==> config.mk <==
export PLATFORM = sky130hd
export DESIGN_NAME = addsub16_result_stage_flat
export DESIGN_NICKNAME = d
export VERILOG_FILES = /design/src/rtl/addsub_pkg.sv /design/src/rtl/addsub16_result_stage_if.sv /design/src/rtl/addsub_skid2.sv /design/src/rtl/addsub16_result_stage.sv /design/src/flat_wrapper.sv
export SDC_FILE = /design/constraint.sdc
export NUM_CORES = 1
export LEC_CHECK = 0
export ABC_AREA = 1
export CORE_MARGIN = 4
export CORE_UTILIZATION = 53
export CTS_BUF_LIST = sky130_fd_sc_hd__clkbuf_16
export DETAILED_ROUTE_END_ITERATION = 16
export PLACE_DENSITY_LB_ADDON = 0.12
export SKIP_CTS_REPAIR_TIMING = 1
export SLEW_MARGIN = 20
export SYNTH_ARGS = -nofsm -noshare
export SYNTH_HDL_FRONTEND = slang
export SYNTH_SLANG_ARGS = --single-unit
==> constraint.sdc <==
create_clock -name clk -period 3.5 [get_ports clk]
set_input_delay 0.7 -clock clk [delete_from_list [all_inputs] [get_ports clk]]
set_output_delay 0.7 -clock clk [all_outputs]
set_load 0.01 [all_outputs]
==> src/rtl/addsub_pkg.sv <==
`default_nettype none
// ============================================================================
// Module   : addsub_pkg
// Purpose  : Shared types, flag indices and flag derivation for addsub16.
// Revision : 1.0
// ============================================================================
package addsub_pkg;

  localparam int DEF_WIDTH = 16;

  localparam int FLAG_N = 3;
  localparam int FLAG_Z = 2;
  localparam int FLAG_C = 1;
  localparam int FLAG_V = 0;

  typedef enum logic [1:0] {
    SKID_EMPTY = 2'd0,
    SKID_ONE   = 2'd1,
    SKID_TWO   = 2'd2
  } skid_state_e;

  typedef struct packed {
    logic [DEF_WIDTH-1:0] s;
    logic [3:0]           flags;
  } result_t;

  // C is carry-out for add and borrow for subtract.
  function automatic logic [3:0] addsub_flags(
    input logic [DEF_WIDTH-1:0] a,
    input logic [DEF_WIDTH-1:0] b,
    input logic                 sub,
    input logic [DEF_WIDTH-1:0] s
  );
    logic [3:0] f;
    logic       am, bm, sm;
    f  = '0;
    am = a[DEF_WIDTH-1];
    bm = b[DEF_WIDTH-1];
    sm = s[DEF_WIDTH-1];
    f[FLAG_N] = sm;
    f[FLAG_Z] = (s == '0);
    f[FLAG_C] = sub ? (a < b) : (s < a);
    f[FLAG_V] = sub ? ((am != bm) && (sm != am)) : ((am == bm) && (sm != am));
    return f;
  endfunction

endpackage
`default_nettype wire

==> src/rtl/addsub16_result_stage_if.sv <==
`default_nettype none
// ============================================================================
// Module   : addsub16_result_stage_if
// Purpose  : Upstream/downstream handshake and counter bundle of the stage.
// Revision : 1.0
// ============================================================================
interface addsub16_result_stage_if #(
  parameter int WIDTH = 16,
  parameter int CNT_W = 16
);
  logic             in_valid;
  logic             in_ready;
  logic [WIDTH-1:0] in_a;
  logic [WIDTH-1:0] in_b;
  logic             in_sub;
  logic [WIDTH-1:0] in_s;
  logic             out_valid;
  logic             out_ready;
  logic [WIDTH-1:0] out_s;
  logic [3:0]       out_flags;
  logic             clr_cnt;
  logic [CNT_W-1:0] acc_cnt;

  modport master (
    output in_valid, in_a, in_b, in_sub, in_s, out_ready, clr_cnt,
    input  in_ready, out_valid, out_s, out_flags, acc_cnt
  );

  modport slave (
    input  in_valid, in_a, in_b, in_sub, in_s, out_ready, clr_cnt,
    output in_ready, out_valid, out_s, out_flags, acc_cnt
  );
endinterface
`default_nettype wire

==> src/rtl/addsub_skid2.sv <==
`default_nettype none
// ============================================================================
// Module   : addsub_skid2
// Purpose  : Generic 2-entry valid/ready skid buffer with registered ready.
// Revision : 1.0
// ============================================================================
module addsub_skid2
  import addsub_pkg::*;
#(
  parameter int DATA_W = 20
) (
  input  logic              clk,
  input  logic              rst_n,
  input  logic              in_valid,
  output logic              in_ready,
  input  logic [DATA_W-1:0] in_data,
  output logic              out_valid,
  input  logic              out_ready,
  output logic [DATA_W-1:0] out_data
);

  skid_state_e       state_q, state_d;
  logic [DATA_W-1:0] out_q, skid_q;
  logic              ready_q;
  logic              accept, pop;
  logic              load_out, load_skid, out_from_skid;

  assign accept    = in_valid & ready_q;
  assign pop       = out_valid & out_ready;
  assign out_valid = (state_q != SKID_EMPTY);
  assign in_ready  = ready_q;
  assign out_data  = out_q;

  always_comb begin
    state_d       = state_q;
    load_out      = 1'b0;
    load_skid     = 1'b0;
    out_from_skid = 1'b0;
    case (state_q)
      SKID_EMPTY: begin
        if (accept) begin
          load_out = 1'b1;
          state_d  = SKID_ONE;
        end
      end
      SKID_ONE: begin
        if (accept && pop) begin
          load_out = 1'b1;
        end else if (accept) begin
          load_skid = 1'b1;
          state_d   = SKID_TWO;
        end else if (pop) begin
          state_d = SKID_EMPTY;
        end
      end
      SKID_TWO: begin
        if (pop) begin
          out_from_skid = 1'b1;
          state_d       = SKID_ONE;
        end
      end
      default: state_d = SKID_EMPTY;
    endcase
  end

  // Ready is registered from the next state so out_ready never reaches in_ready.
  always_ff @(posedge clk or negedge rst_n) begin
    if (!rst_n) begin
      state_q <= SKID_EMPTY;
      ready_q <= 1'b1;
      out_q   <= '0;
      skid_q  <= '0;
    end else begin
      state_q <= state_d;
      ready_q <= (state_d != SKID_TWO);
      if (load_out) begin
        out_q <= in_data;
      end else if (out_from_skid) begin
        out_q <= skid_q;
      end
      if (load_skid) begin
        skid_q <= in_data;
      end
    end
  end

endmodule
`default_nettype wire

==> src/rtl/addsub16_result_stage.sv <==
`default_nettype none
// ============================================================================
// Module   : addsub16_result_stage
// Purpose  : Registers addsub16 results with N/Z/C/V flags behind a skid buffer.
// Revision : 1.0
// ============================================================================
module addsub16_result_stage
  import addsub_pkg::*;
#(
  parameter int WIDTH = DEF_WIDTH,
  parameter int CNT_W = 16
) (
  input  logic                     clk,
  input  logic                     rst_n,
  addsub16_result_stage_if.slave   bus
);

  localparam int REC_W = WIDTH + 4;

  result_t          in_rec;
  result_t          out_rec;
  logic             accept;
  logic [CNT_W-1:0] cnt_q;

  assign in_rec.s     = bus.in_s;
  assign in_rec.flags = addsub_flags(bus.in_a, bus.in_b, bus.in_sub, bus.in_s);

  addsub_skid2 #(
    .DATA_W (REC_W)
  ) u_skid (
    .clk       (clk),
    .rst_n     (rst_n),
    .in_valid  (bus.in_valid),
    .in_ready  (bus.in_ready),
    .in_data   (in_rec),
    .out_valid (bus.out_valid),
    .out_ready (bus.out_ready),
    .out_data  (out_rec)
  );

  assign bus.out_s     = out_rec.s;
  assign bus.out_flags = out_rec.flags;

  assign accept = bus.in_valid & bus.in_ready;

  // Clear wins over a coincident accept; that accept is not counted.
  always_ff @(posedge clk or negedge rst_n) begin
    if (!rst_n) begin
      cnt_q <= '0;
    end else if (bus.clr_cnt) begin
      cnt_q <= '0;
    end else if (accept) begin
      cnt_q <= cnt_q + CNT_W'(1);
    end
  end

  assign bus.acc_cnt = cnt_q;

endmodule
`default_nettype wire

==> src/flat_wrapper.sv <==
// flat-port wrapper written by rule: the top's interface ports become plain ports
module addsub16_result_stage_flat import addsub_pkg::*;
#(
  parameter int WIDTH = DEF_WIDTH,
  parameter int CNT_W = 16
)
  (clk, rst_n, bus_in_valid, bus_in_a, bus_in_b, bus_in_sub, bus_in_s, bus_out_ready, bus_clr_cnt, bus_in_ready, bus_out_valid, bus_out_s, bus_out_flags, bus_acc_cnt);
  addsub16_result_stage_if #(.WIDTH(WIDTH), .CNT_W(CNT_W)) bus_i ();
  input  logic clk;
  input  logic rst_n;
  input wire logic [$bits(bus_i.in_valid)-1:0] bus_in_valid;
  input wire logic [$bits(bus_i.in_a)-1:0] bus_in_a;
  input wire logic [$bits(bus_i.in_b)-1:0] bus_in_b;
  input wire logic [$bits(bus_i.in_sub)-1:0] bus_in_sub;
  input wire logic [$bits(bus_i.in_s)-1:0] bus_in_s;
  input wire logic [$bits(bus_i.out_ready)-1:0] bus_out_ready;
  input wire logic [$bits(bus_i.clr_cnt)-1:0] bus_clr_cnt;
  output wire logic [$bits(bus_i.in_ready)-1:0] bus_in_ready;
  output wire logic [$bits(bus_i.out_valid)-1:0] bus_out_valid;
  output wire logic [$bits(bus_i.out_s)-1:0] bus_out_s;
  output wire logic [$bits(bus_i.out_flags)-1:0] bus_out_flags;
  output wire logic [$bits(bus_i.acc_cnt)-1:0] bus_acc_cnt;
  assign bus_i.in_valid = bus_in_valid;
  assign bus_i.in_a = bus_in_a;
  assign bus_i.in_b = bus_in_b;
  assign bus_i.in_sub = bus_in_sub;
  assign bus_i.in_s = bus_in_s;
  assign bus_i.out_ready = bus_out_ready;
  assign bus_i.clr_cnt = bus_clr_cnt;
  assign bus_in_ready = bus_i.in_ready;
  assign bus_out_valid = bus_i.out_valid;
  assign bus_out_s = bus_i.out_s;
  assign bus_out_flags = bus_i.out_flags;
  assign bus_acc_cnt = bus_i.acc_cnt;
  addsub16_result_stage #(.WIDTH(WIDTH), .CNT_W(CNT_W)) u_core (.clk(clk), .rst_n(rst_n), .bus(bus_i));
endmodule
Word-level counts from Yosys, hierarchy flattened
Cells that the tools add are included.
{"block": "classes", "add_sub_neg": 1, "n_lt_le_gt_ge": 2, "eq_ne": 6, "muxes": 19, "bitwise": 2, "n_reduce_logical": 8}
{"operator": "$mux 20", "n": 2}
{"operator": "$lt 16x16->1", "n": 2}
{"operator": "$mux 16", "n": 2}
{"operator": "$add 16x1->16 const B", "n": 1}
{"operator": "$logic_not 16->1", "n": 1}
{"operator": "$mux 2", "n": 5}
{"operator": "$mux 1", "n": 8}
{"operator": "$pmux 2 s3", "n": 1}
{"operator": "$reduce_bool 2->1", "n": 3}
{"operator": "$logic_and 1x1->1", "n": 3}
{"operator": "$and 1x1->1", "n": 2}
{"operator": "$eq 2x1->1 const B", "n": 1}
{"operator": "$eq 2x2->1 const B", "n": 1}
{"operator": "$logic_not 2->1", "n": 1}
{"operator": "$ne 1x1->1", "n": 2}
{"operator": "$ne 2x2->1 const B", "n": 1}
{"operator": "$pmux 1 s2", "n": 1}
{"operator": "$eq 1x1->1", "n": 1}
{"block": "word_totals", "reg_bits": 59, "out_inout_bits": 38, "elab_cells": 43}

Longest topological paths before layout
{"block": "logic_depth", "depth_word": 7, "mapped_depth": 13, "ltp_nobuf": 13}

By module
From an unflattened synthesis, not the netlist that was laid out.
{"block": "hier_totals", "cells_unflattened": 525, "area_unflattened_um2": 3912.5}
{"module": "addsub_skid2", "instances": 1, "cells_per_inst": 265, "area_per_inst_um2": 2155.8}
{"module": "addsub16_result_stage", "instances": 1, "cells_per_inst": 260, "area_per_inst_um2": 1756.7}

Worst setup path after synthesis
Ideal clock, no wire load.
{"block": "synth_path", "path_type": "in2reg", "from": "input bus_in_b[15]", "to": "register u_core.u_skid.out_q[1] (netlist: u_core.u_skid.out_data[1])", "setup_ns": 0.116, "arrival_time_ns": 1.658, "required_ns": 3.384, "path_slack_ns": 1.725, "cell_stages": 9, "path_cell_list": "inv_1 -> ha_1 -> nand2_1 -> nor4_1 -> nand2_1 -> nand2_1 -> nand3_1 -> nand2_1 -> nand2_1"}
{"block": "synth_between", "elab_chain_cells": 3}
{"element": "start: declaration", "line": "flat_wrapper.sv:13", "text": "input wire logic [$bits(bus_i.in_b)-1:0] bus_in_b;"}
{"element": "$lt 16x16->1", "line": "addsub_pkg.sv:42", "text": "f[FLAG_C] = sub ? (a < b) : (s < a);"}
{"element": "$mux 1", "line": "addsub_pkg.sv:42"}
{"element": "$mux 20", "line": "addsub_skid2.sv:76", "text": "if (load_out) begin"}
{"element": "end signal: assignment", "line": "addsub_skid2.sv:77", "text": "out_q <= in_data;"}
{"element": "end signal: assignment", "line": "addsub_skid2.sv:79", "text": "out_q <= skid_q;"}
{"element": "end: declaration", "line": "addsub_skid2.sv:23", "text": "logic [DATA_W-1:0] out_q, skid_q;"}
No other way between the ends.
A chain may end at the register's enable or synchronous reset.

Worst setup path in the final report
{"block": "layout_path", "from": "input bus_out_ready", "to": "register u_core.u_skid.out_q[1] (netlist: u_core.u_skid.out_data[1])"}
{"block": "layout_between", "elab_chain_cells": 5, "word_cells_on_any_way": 8, "classes_between": "mux (5); bitwise (1); reduce/logical (2)"}
{"element": "start: declaration", "line": "flat_wrapper.sv:16", "text": "input wire logic [$bits(bus_i.out_ready)-1:0] bus_out_ready;"}
{"element": "$and 1x1->1 *", "line": "addsub_skid2.sv:29", "text": "assign pop = out_valid & out_ready;"}
{"element": "$logic_and 1x1->1", "line": "addsub_skid2.sv:47", "text": "if (accept && pop) begin"}
{"element": "$mux 1", "line": "addsub_skid2.sv:47"}
{"element": "$pmux 1 s2", "line": "addsub_skid2.sv:39", "text": "case (state_q)"}
{"element": "$mux 20 or $reduce_bool 2->1 (tied branches)"}
Mark *: on every way between the ends. The rest lies on a longest branch, timed or not.

==> run summary <==
CP max stage cell -> clkdlybuf4s50_1
crit path cell chain -> clkdlybuf4s50_1 > inv_2 > nor3_4 > buf_4 > nor2_2 > buf_4 > a21oi_2 > nand2_1 > nand2_1
initial antenna violation count -> 0
Mapped Cells -> 427
DRT Wirelength -> 8064 um
Initial DRC Count -> 149
Syn Std Cell Area -> 0.003532 mm^2
Slew Viols, Final -> 0
initial core utilization -> 55.00%
PortBufs -> 91
crit share post-route -> 61.80%
maximum capacitance violations -> 0
synth warn -> 0
Post-Route Utilization -> 73.72%
TritonCTS Buffers -> 9
CP Buf/Inv Count -> 4
Max FO, Critical Path -> 19
unrepaired setup endpoints after global routing -> no
Yosys cell types -> 38
slew margin rel. -> 54.87%
CP arrival -> 2.38 ns
dominant synthesized flop cell -> dfrtp_1
fin worst setup slack -> 1.337 ns
Top delay family on crit path -> buffers and inverters
Clock Skew -> 0.003695 ns
antenna diode count -> 0
Placed Area -> 0.004479 mm^2
pin count of the biggest net entering global routing -> 43
Final Cell Area -> 0.004735 mm^2
Root Buffer -> clkbuf_16
worst vdd rail ir drop -> 0.2274 mV
Worst-Margin Slew -> 0.6759 ns
PD cells -> 567.7 mW/mm^2
hpwl dp -> 6371 um
RePlAce Congestion -> 0.8597
pre-CTS setup slack -> 0.9933 ns
CTS tree -> yes
CP max stage delay -> 0.48 ns
Max Root-Sink Buffers -> 2
total number of vias -> 3126
vias per cell -> 5.167
critical path endpoint category -> register
Hold Path Class -> in2async
Hold Worst Slack -> 0.2725 ns
die height -> 89.64 um
CTS H-tree lvls -> 3
clock slew seen by the registers of the worst setup and hold paths -> 0.05 ns
Final Setup Violations -> 0
Post-synth EDFFs -> 0
Final Hold Viols -> 0
ratio of cells with drive above 1 in the final layout -> 11.93%
Core Area -> 0.006422 mm^2
Row Count -> 29
first-pass GRT wire length -> 13210 um
Final #Nets -> 608
syn_nets -> 512
Tot GR Track Use -> 21.30%
Skew-Pair Late Insertion Delay -> 0.32 ns
Setup CP Type -> in2reg
total clock sinks -> 57
Final Instance Count excl. Fillers -> 605
Final Critical Period -> 2.163 ns
die span in x -> 89.64 um
status -> finished clean
startpoint types -> input pin
Antenna Nets Post-Route -> 0
GRT Residual Overflow -> 0
DR WL/cell -> 13.33 um
Synth async-reset ratio -> 100.0%
fmax -> 0.4623 GHz
DR DRC count -> 0
Leakage -> 2.355 nW
IO Count -> 92
setup tns final -> 0 ns
Critical Path RT -> 3.71 ns
Syn Area/Cell -> 8.272 um^2
Seq/Total Area, Yosys -> 40.42%
first-pass iteration count of the detailed router -> 4
DIE AREA -> 0.008034 mm^2
Yosys reg bits -> 57
vias in the first global route -> 3028
# placed instances -> 589
Layout area overhead -> 34.04%
post-route total power -> 2.688 mW
[cell usage in the layout (no fill, tap or decap), types with 3 or more instances in the layout]
cell type | synthesis | routed
nor2_2 | 4 | 4
inv_2 | 7 | 7
o211ai_1 | 6 | 6
nand2_1 | 107 | 107
a21oi_1 | 22 | 22
nor2_4 | 4 | 4
clkinv_2 | 0 | 3
a211oi_1 | 3 | 3
o21ai_0 | 12 | 12
clkdlybuf4s50_1 | 0 | 90
nor4_1 | 5 | 5
nor2_1 | 23 | 23
buf_4 | 1 | 3
o211ai_2 | 10 | 10
clkbuf_16 | 0 | 9
nand3_1 | 11 | 11
ha_1 | 31 | 31
clkinv_1 | 1 | 3
inv_1 | 73 | 75
o21ai_1 | 3 | 3
o21ai_2 | 14 | 14
nor3_1 | 6 | 6
dfrtp_1 | 56 | 56
[where the power goes]
part           total (mW)  switching (mW)  internal, mW
Combinational       0.923           0.459         0.464
Clock               0.744           0.281         0.463
Sequential           1.02           0.142         0.880
[synthesized netlist by cell type, types with 2 or more instances]
cell type,count,area share (%)
o21ai_0,12,1.7
o211ai_1,6,1.3
dfrtp_1,56,40
nand3_1,11,1.6
nor2_4,4,1.3
o21ai_2,14,3.5
a21o_1,2,0.42
inv_1,73,7.8
inv_2,7,0.74
nor4_1,5,0.89
a211oi_1,3,0.64
ha_1,31,11
o21ai_1,3,0.42
nor3_4,2,0.92
nor2_2,4,0.71
o21a_1,2,0.42
nand4_1,2,0.35
nand2_1,107,11
buf_6,5,1.6
nor3_1,6,0.85
nor2_1,23,2.4
a21oi_1,22,3.1
nand2_2,2,0.35
o211ai_2,10,3.5
buf_2,2,0.28
[routing by layer]
layer	up-vias	track usage, %	part of all wire, %
li1	1579	-	-
met1	1446	25.35	43
met2	89	38.16	50
met3	12	3.923	5.5
met4	0	7.713	1.6
met5	-	0	0
[final timing paths]
check,startpoint,to,slack [ns],depth (start not counted)
setup / recovery,bus_out_ready,u_core.u_skid.out_data[1]$_DFFE_PN0P_,1.34,9
hold / removal,rst_n,u_core.u_skid.skid_q[4]$_DFFE_PN0P_,0.27,1
setup reg to reg,u_core.u_skid.state_q[1]$_DFF_PN0_,u_core.u_skid.out_data[1]$_DFFE_PN0P_,1.80,8
hold reg to reg,u_core.u_skid.skid_q[6]$_DFFE_PN0P_,u_core.u_skid.skid_q[6]$_DFFE_PN0P_,0.48,2
max in group asynchronous,rst_n,u_core.u_skid.out_data[10]$_DFFE_PN0P_,2.40,2
min in group clk,u_core.u_skid.skid_q[6]$_DFFE_PN0P_,u_core.u_skid.skid_q[6]$_DFFE_PN0P_,0.48,2
[layout make-up]
type	count	area, um^2
fill	508	1688
clock buffer	9	225.2
tap	77	96.34
inverter	81	304.0
clock inverter	7	30.03
multi-input combinational	280	1723
timing repair buffer	94	928.4
sequential	57	1428
[cells by family (layout without fill, tap and decap cells)]
kind of cell,count (synthesis),count (layout),share of synthesized area (%)
AND/OR/NAND/NOR,169,169,21.50
buffers and inverters,90,191,10.80
AO/OA/AOI/OAI,79,79,16.05
flip-flops,57,57,40.42
adder cells (fa/ha/maj),31,31,10.98
XOR/XNOR,1,1,0.2480
[state kept, by name (all words and copies together), names as in the netlist]
register and count:
u_core.u_skid.skid_q 19, u_core.u_skid.state_q 2, u_core.u_skid.out_data 19, u_core.u_skid.in_ready 1, u_core.bus.acc_cnt 16
No activity file was read; power rests on OpenSTA's default activity.
